--- src/rtl/pipe_hazard_unit.sv ---
// pipe_hazard_unit
//   Pipeline hazard / control unit for a Y86-style 5-stage pipeline.
//   Detects load/use, branch mispredict, ret-in-flight and exception
//   conditions. It produces the stall and bubble controls for the pipeline
//   registers and the condition-code write enable. It also keeps saturating
//   performance counters for stalls, bubbles and mispredicts.
//
// Ports
//   clk, rst                     clock (rising edge), async active-high reset
//   D_icode, E_icode, M_icode    instruction codes in the D, E and M stages
//   d_srcA, d_srcB               decode source register IDs
//   E_dstM                       E-stage memory destination register ID
//   e_cnd                        E-stage condition outcome
//   m_stat, W_stat               M and W stage status (AOK = MSB only)
//   count_clr                    synchronous clear of all counters
//   F_stall, D_stall, D_bubble,
//   E_bubble, W_stall            pipeline register controls
//   set_cc                       condition-code write enable
//   halted                       high while in HALT
//   state                        RUN=0, LU_WAIT=1, HALT=2
//   stall_cnt, bubble_cnt,
//   mispred_cnt                  saturating performance counters
module pipe_hazard_unit #(
  parameter int unsigned      REG_W    = 4,
  parameter int unsigned      STAT_W   = 4,
  parameter int unsigned      CNT_W    = 16,
  parameter int unsigned      LU_STALL = 1,
  parameter logic [REG_W-1:0] RNONE    = 4'hF
) (
  input  logic              clk,
  input  logic              rst,
  input  logic [3:0]        D_icode,
  input  logic [3:0]        E_icode,
  input  logic [3:0]        M_icode,
  input  logic [REG_W-1:0]  d_srcA,
  input  logic [REG_W-1:0]  d_srcB,
  input  logic [REG_W-1:0]  E_dstM,
  input  logic              e_cnd,
  input  logic [STAT_W-1:0] m_stat,
  input  logic [STAT_W-1:0] W_stat,
  input  logic              count_clr,
  output logic              F_stall,
  output logic              D_stall,
  output logic              D_bubble,
  output logic              E_bubble,
  output logic              W_stall,
  output logic              set_cc,
  output logic              halted,
  output logic [1:0]        state,
  output logic [CNT_W-1:0]  stall_cnt,
  output logic [CNT_W-1:0]  bubble_cnt,
  output logic [CNT_W-1:0]  mispred_cnt
);

  localparam logic [STAT_W-1:0] AOK = {1'b1, {(STAT_W-1){1'b0}}};

  localparam logic [1:0] RUN     = 2'd0;
  localparam logic [1:0] LU_WAIT = 2'd1;
  localparam logic [1:0] HALT    = 2'd2;

  localparam logic [1:0] LU_INIT = 2'(LU_STALL - 1);

  logic       exc, mispred, load_use, ret_flight;
  logic       mispred_ev;
  logic [1:0] lu_cnt, lu_cnt_nxt;
  logic [1:0] state_nxt;

  assign exc        = (W_stat != AOK);
  assign mispred    = (E_icode == 4'h7) && !e_cnd;
  assign ret_flight = (D_icode == 4'h9) || (E_icode == 4'h9) || (M_icode == 4'h9);
  // A source of RNONE can never match because E_dstM is already required
  // to differ from RNONE.
  assign load_use   = ((E_icode == 4'h5) || (E_icode == 4'hB)) && (E_dstM != RNONE) &&
                      (((d_srcA != RNONE) && (E_dstM == d_srcA)) ||
                       ((d_srcB != RNONE) && (E_dstM == d_srcB)));

  always_comb begin
    F_stall    = 1'b0;
    D_stall    = 1'b0;
    D_bubble   = 1'b0;
    E_bubble   = 1'b0;
    W_stall    = 1'b0;
    halted     = 1'b0;
    mispred_ev = 1'b0;
    state_nxt  = state;
    lu_cnt_nxt = lu_cnt;
    case (state)
      RUN: begin
        if (exc) begin
          {F_stall, D_stall, E_bubble, W_stall} = '1;
          state_nxt = HALT;
        end else if (mispred) begin
          D_bubble   = 1'b1;
          E_bubble   = 1'b1;
          mispred_ev = 1'b1;
        end else if (load_use) begin
          {F_stall, D_stall, E_bubble} = '1;
          if (LU_STALL > 1) begin
            state_nxt  = LU_WAIT;
            lu_cnt_nxt = LU_INIT;
          end
        end else if (ret_flight) begin
          F_stall  = 1'b1;
          D_bubble = 1'b1;
        end
      end
      LU_WAIT: begin
        if (exc) begin
          {F_stall, D_stall, E_bubble, W_stall} = '1;
          state_nxt  = HALT;
          lu_cnt_nxt = '0;
        end else begin
          {F_stall, D_stall, E_bubble} = '1;
          lu_cnt_nxt = (lu_cnt > 2'd1) ? lu_cnt - 2'd1 : '0;
          if (lu_cnt <= 2'd1) state_nxt = RUN;
        end
      end
      HALT: begin
        {F_stall, D_stall, E_bubble, W_stall, halted} = '1;
      end
      default: begin
        state_nxt  = RUN;
        lu_cnt_nxt = '0;
      end
    endcase
    if (rst) begin
      {F_stall, D_stall, D_bubble, E_bubble, W_stall, halted, mispred_ev} = '0;
    end
  end

  assign set_cc = !rst && (state != HALT) && (E_icode != 4'h0) &&
                  (m_stat == AOK) && (W_stat == AOK);

  always_ff @(posedge clk or posedge rst) begin
    if (rst) begin
      state  <= RUN;
      lu_cnt <= '0;
    end else begin
      state  <= state_nxt;
      lu_cnt <= lu_cnt_nxt;
    end
  end

  always_ff @(posedge clk or posedge rst) begin
    if (rst) begin
      stall_cnt   <= '0;
      bubble_cnt  <= '0;
      mispred_cnt <= '0;
    end else if (count_clr) begin
      stall_cnt   <= '0;
      bubble_cnt  <= '0;
      mispred_cnt <= '0;
    end else if (state != HALT) begin
      if (F_stall && (stall_cnt != '1))
        stall_cnt <= stall_cnt + CNT_W'(1);
      if ((D_bubble || E_bubble) && (bubble_cnt != '1))
        bubble_cnt <= bubble_cnt + CNT_W'(1);
      if (mispred_ev && (mispred_cnt != '1))
        mispred_cnt <= mispred_cnt + CNT_W'(1);
    end
  end

endmodule

--- config.mk ---
export PLATFORM = sky130hd
export DESIGN_NAME = pipe_hazard_unit
export DESIGN_NICKNAME = d
export VERILOG_FILES = /design/src/rtl/pipe_hazard_unit.sv
export SDC_FILE = /design/constraint.sdc
export NUM_CORES = 1
export LEC_CHECK = 0
export BUFFER_PORTS_ARGS = -buffer_cell sky130_fd_sc_hd__buf_2
export CAP_MARGIN = 15
export CORE_ASPECT_RATIO = 1.5
export CORE_MARGIN = 2
export CORE_UTILIZATION = 55
export DETAILED_ROUTE_END_ITERATION = 12
export GPL_TIMING_DRIVEN = 0
export MAX_ROUTING_LAYER = met4
export PLACE_DENSITY = 0.85
export SLEW_MARGIN = 20
export SYNTH_ARGS = -nofsm -noshare
export SYNTH_HDL_FRONTEND = slang
export SYNTH_SLANG_ARGS = --single-unit
--- constraint.sdc ---
create_clock -name clk -period 12.1 [get_ports clk]
set_clock_uncertainty 0.1 [all_clocks]
set_input_delay 3.63 -clock clk [delete_from_list [all_inputs] [get_ports clk]]
set_output_delay 3.63 -clock clk [all_outputs]
set_load 0.05 [all_outputs]
==> results.yml <==
worst_setup_path:
  critical_path_required_ns: 8.37
  path_cells: "clkbuf_1, inv_2, buf_12, and3_1, o21a_1, buf_2"
  cp-end-kind: "output port"
  critPathMaxFanout: 27
  worstSetupPathType: "input port to output port"
  slowest_delay_ns: 0.48
  cp.buffers_inverters: 4
  path_delay_family: "buffers and inverters"
  arrival_ns: 5.30
  cpMaxStageDelayCell: "inv_2"
  critPathLaunchType: "input port"
finish:
  area_growth_syn_to_layout_pct: 22.2
  diodes: 0
  final_common_cell: "buf_2"
  fillers: 438
  final_cell_mix: "buf_2 (92), dfrtp_1 (49), nor2_1 (44), a21oi_1 (22), nand2_1 (22)"
  fin_nets: 450
  drive_above_1_share_pct: 29.9
  final_cell_area_sq_mm: 0.00355
  final_util_pct: 69.2
sta:
  rsz0062_at_grt: "false"
  slew-limit-headroom_pct: 56.9
  worst_pin_slew_ns: 0.642
  layout_min_cycle_time_ns: 9.03
  maxSlewViolCount: 0
  max_freq_ghz: 0.111
  finalSetupViolCount: 0
  final.setup.tns_ns: 0
  fin_crit_sh_pct: 74.6
  finalHoldViolations: 0
die:
  initial_core_util_pct: 56.6
  die_width_um: 63.3
  dieArea_sq_mm: 0.00589
  fp.dieH_um: 93.0
  rows: 32
  io-pin-count: 93
  coreArea_sq_mm: 0.00512
global_route:
  grt_pass1_vias: 2643
  grt_pass1_wl_um: 11700
  antenna_found_initial: 0
  grt_overflow: 0
  gr-usage-all-layers_pct: 25.4
  grt_max_degree: 28
pwr:
  p_sw_share_pct: 24.6
  p_leak_nw: 1.64
  intPower_uw: 218
  clkPwrFrac_pct: 34.0
  peakVddDrop_mv: 0.0891
  pwr-share-comb_pct: 9.5
  pwr-share-seq_pct: 56.5
  pwr_density_cell_mw_per_mm2: 81.7
  switchingPower_uw: 71.3
synthesis:
  syn_inst: 313
  synth_simple_gate_area_share_pct: 26.7
  synth_area_sq_mm: 0.00290
  synthFlopType: "dfrtp_1"
  ys_async_sr_fraction_pct: 100
  ys_types: 51
  ys_seq_area_share_pct: 42.2
  ys_ff_latch: 49
  synth_compound_area_share_pct: 14.4
  synth_fa_ha_area_share_pct: 1.29
  yosys_warnings: 0
  synthMuxAreaShare_pct: 1.03
  synth_nets: 352
  synth_top_family_by_area: "simple AND/OR/NAND/NOR gates"
  synth_xor_area_share_pct: 11.2
  synth_edf_count: 0
  synth.avg_cell_area_sq_um: 9.27
drt:
  viasPerCell: 5.72
  wirelength_um: 7110
  vias: 2740
  drt_drc_violations_left: 0
  drt_iter0_markers: 81
  ant_nets: 0
  dr.pass1.iters: 5
  wl_per_cell_um: 14.8
cts:
  cts_tree: "built"
  cts_hold_buf: 0
  cts_resized: 0
  clk_pin_slew_worst_paths_ns: 0.09
  post-cts-setup-buffer-count: 0
  cts_sinks: 49
  cts_max_level: 2
  clk_latency_ns: 0.31
  clockRootBuffer: "clkbuf_8"
  cts.path.max_buffers: 2
  cts-buffers-inserted: 5
placed_design:
  dp_hpwl_um: 5420
  dpl_cell_area_sq_mm: 0.00346
  place_congestion: 0.841
  portBuffers: 90
status:
  status: "finished clean"
min_path:
  hold_class: "register to register"
job:
  drv_cap: 0
[worst register-to-register path, delay by kind of cell (launching register included)]
family,cells,cell delay (ns)
and+or+nand+nor,4,0.98
DFF,1,0.45
AOI/OAI and AO/OA,2,0.37
adders and majority gates,1,0.30
buffers and inverters,1,0.14
[flip-flops by register name, summed over array words and instances, names as in the netlist]
register / cells
bubble_cnt: 16
mispred_cnt: 16
stall_cnt: 16
state: 1
[power by group through the flow]
stage | Combinational (mW) | Sequential, mW | Clock (mW)
finish | 0.0276 | 0.164 | 0.0985
global route | 0.0306 | 0.164 | 0.105
floorplan | 0.0158 | 0.167 | 0
detailed placement | 0.0279 | 0.167 | 0
global placement | 0.0265 | 0.167 | 0
CTS | 0.0279 | 0.164 | 0.0998
[worst paths after layout]
kind | from | end | slack, ns | depth (start not counted)
max | rst | D_bubble | 3.07 | 6
min | mispred_cnt[6] | mispred_cnt[6] | 0.48 | 2
max reg2reg | stall_cnt[0] | stall_cnt[12] | 9.69 | 8
min reg2reg | mispred_cnt[6] | mispred_cnt[6] | 0.48 | 2
max in group asynchronous | rst | mispred_cnt[12] | 7.91 | 3
min in group asynchronous | rst | stall_cnt[11] | 3.47 | 2
[cells in the mapped netlist (5+ instances only)]
cell / count / area, sq um
inv_1: 8 / 30.0
a21oi_1: 22 / 110
and3_1: 6 / 37.5
o21ai_0: 8 / 40.0
xnor2_1: 21 / 184
o31ai_1: 5 / 37.5
xor2_1: 16 / 140
dfrtp_1: 49 / 1230
nand3_1: 21 / 105
clkbuf_1: 6 / 22.5
or3_1: 8 / 50.1
nand4_1: 14 / 87.6
nor2_1: 44 / 165
o21a_1: 5 / 37.5
nand2_1: 22 / 82.6
[per-layer routing]
layer	part of all wire, %	global-route usage [%]	wire length (um)	vias up
li1	-	-	-	1315
met5	0	-	0	-
met1	39	27.2	2770	1301
met4	2.4	11.8	170	0
met3	6.9	4.09	490	16
met2	52	45.7	3680	108
[area by class of cell]
type / instances / area (sq um) / share of cell area [%]
Buffer: 10 / 51.3 / 1.45
Clock buffer: 6 / 82.6 / 2.33
Clock inverter: 1 / 7.51 / 0.212
Inverter: 10 / 37.5 / 1.06
Multi-Input combinational cell: 244 / 1590 / 44.7
Sequential cell: 49 / 1230 / 34.6
Tap cell: 68 / 85.1 / 2.40
Timing Repair Buffer: 91 / 470 / 13.3
[stage by stage]
stage | hold WS, ns | setup slack, ns | instances | power (mW)
2_1_floorplan | 0.698 | 2.66 | 313 | 0.183
3_3_place_gp | 0.436 | 2.13 | 471 | 0.193
3_5_place_dp | 0.457 | 3.03 | 472 | 0.195
4_1_cts | 0.479 | 3.03 | 479 | 0.291
5_1_grt | 0.506 | 2.88 | 479 | 0.299
6_report | 0.475 | 3.07 | 479 | 0.290
[logic make-up after synthesis]
| kind of cell | count (synthesis) |
|---|---|
| other cells | 1 |
| xor+xnor | 37 |
| flops | 49 |
| buf+inv | 20 |
| compound gates | 55 |
| fa+ha+maj | 3 |
| simple gates | 145 |
| mux | 3 |
Note: power is estimated with default switching activity, not from simulation.
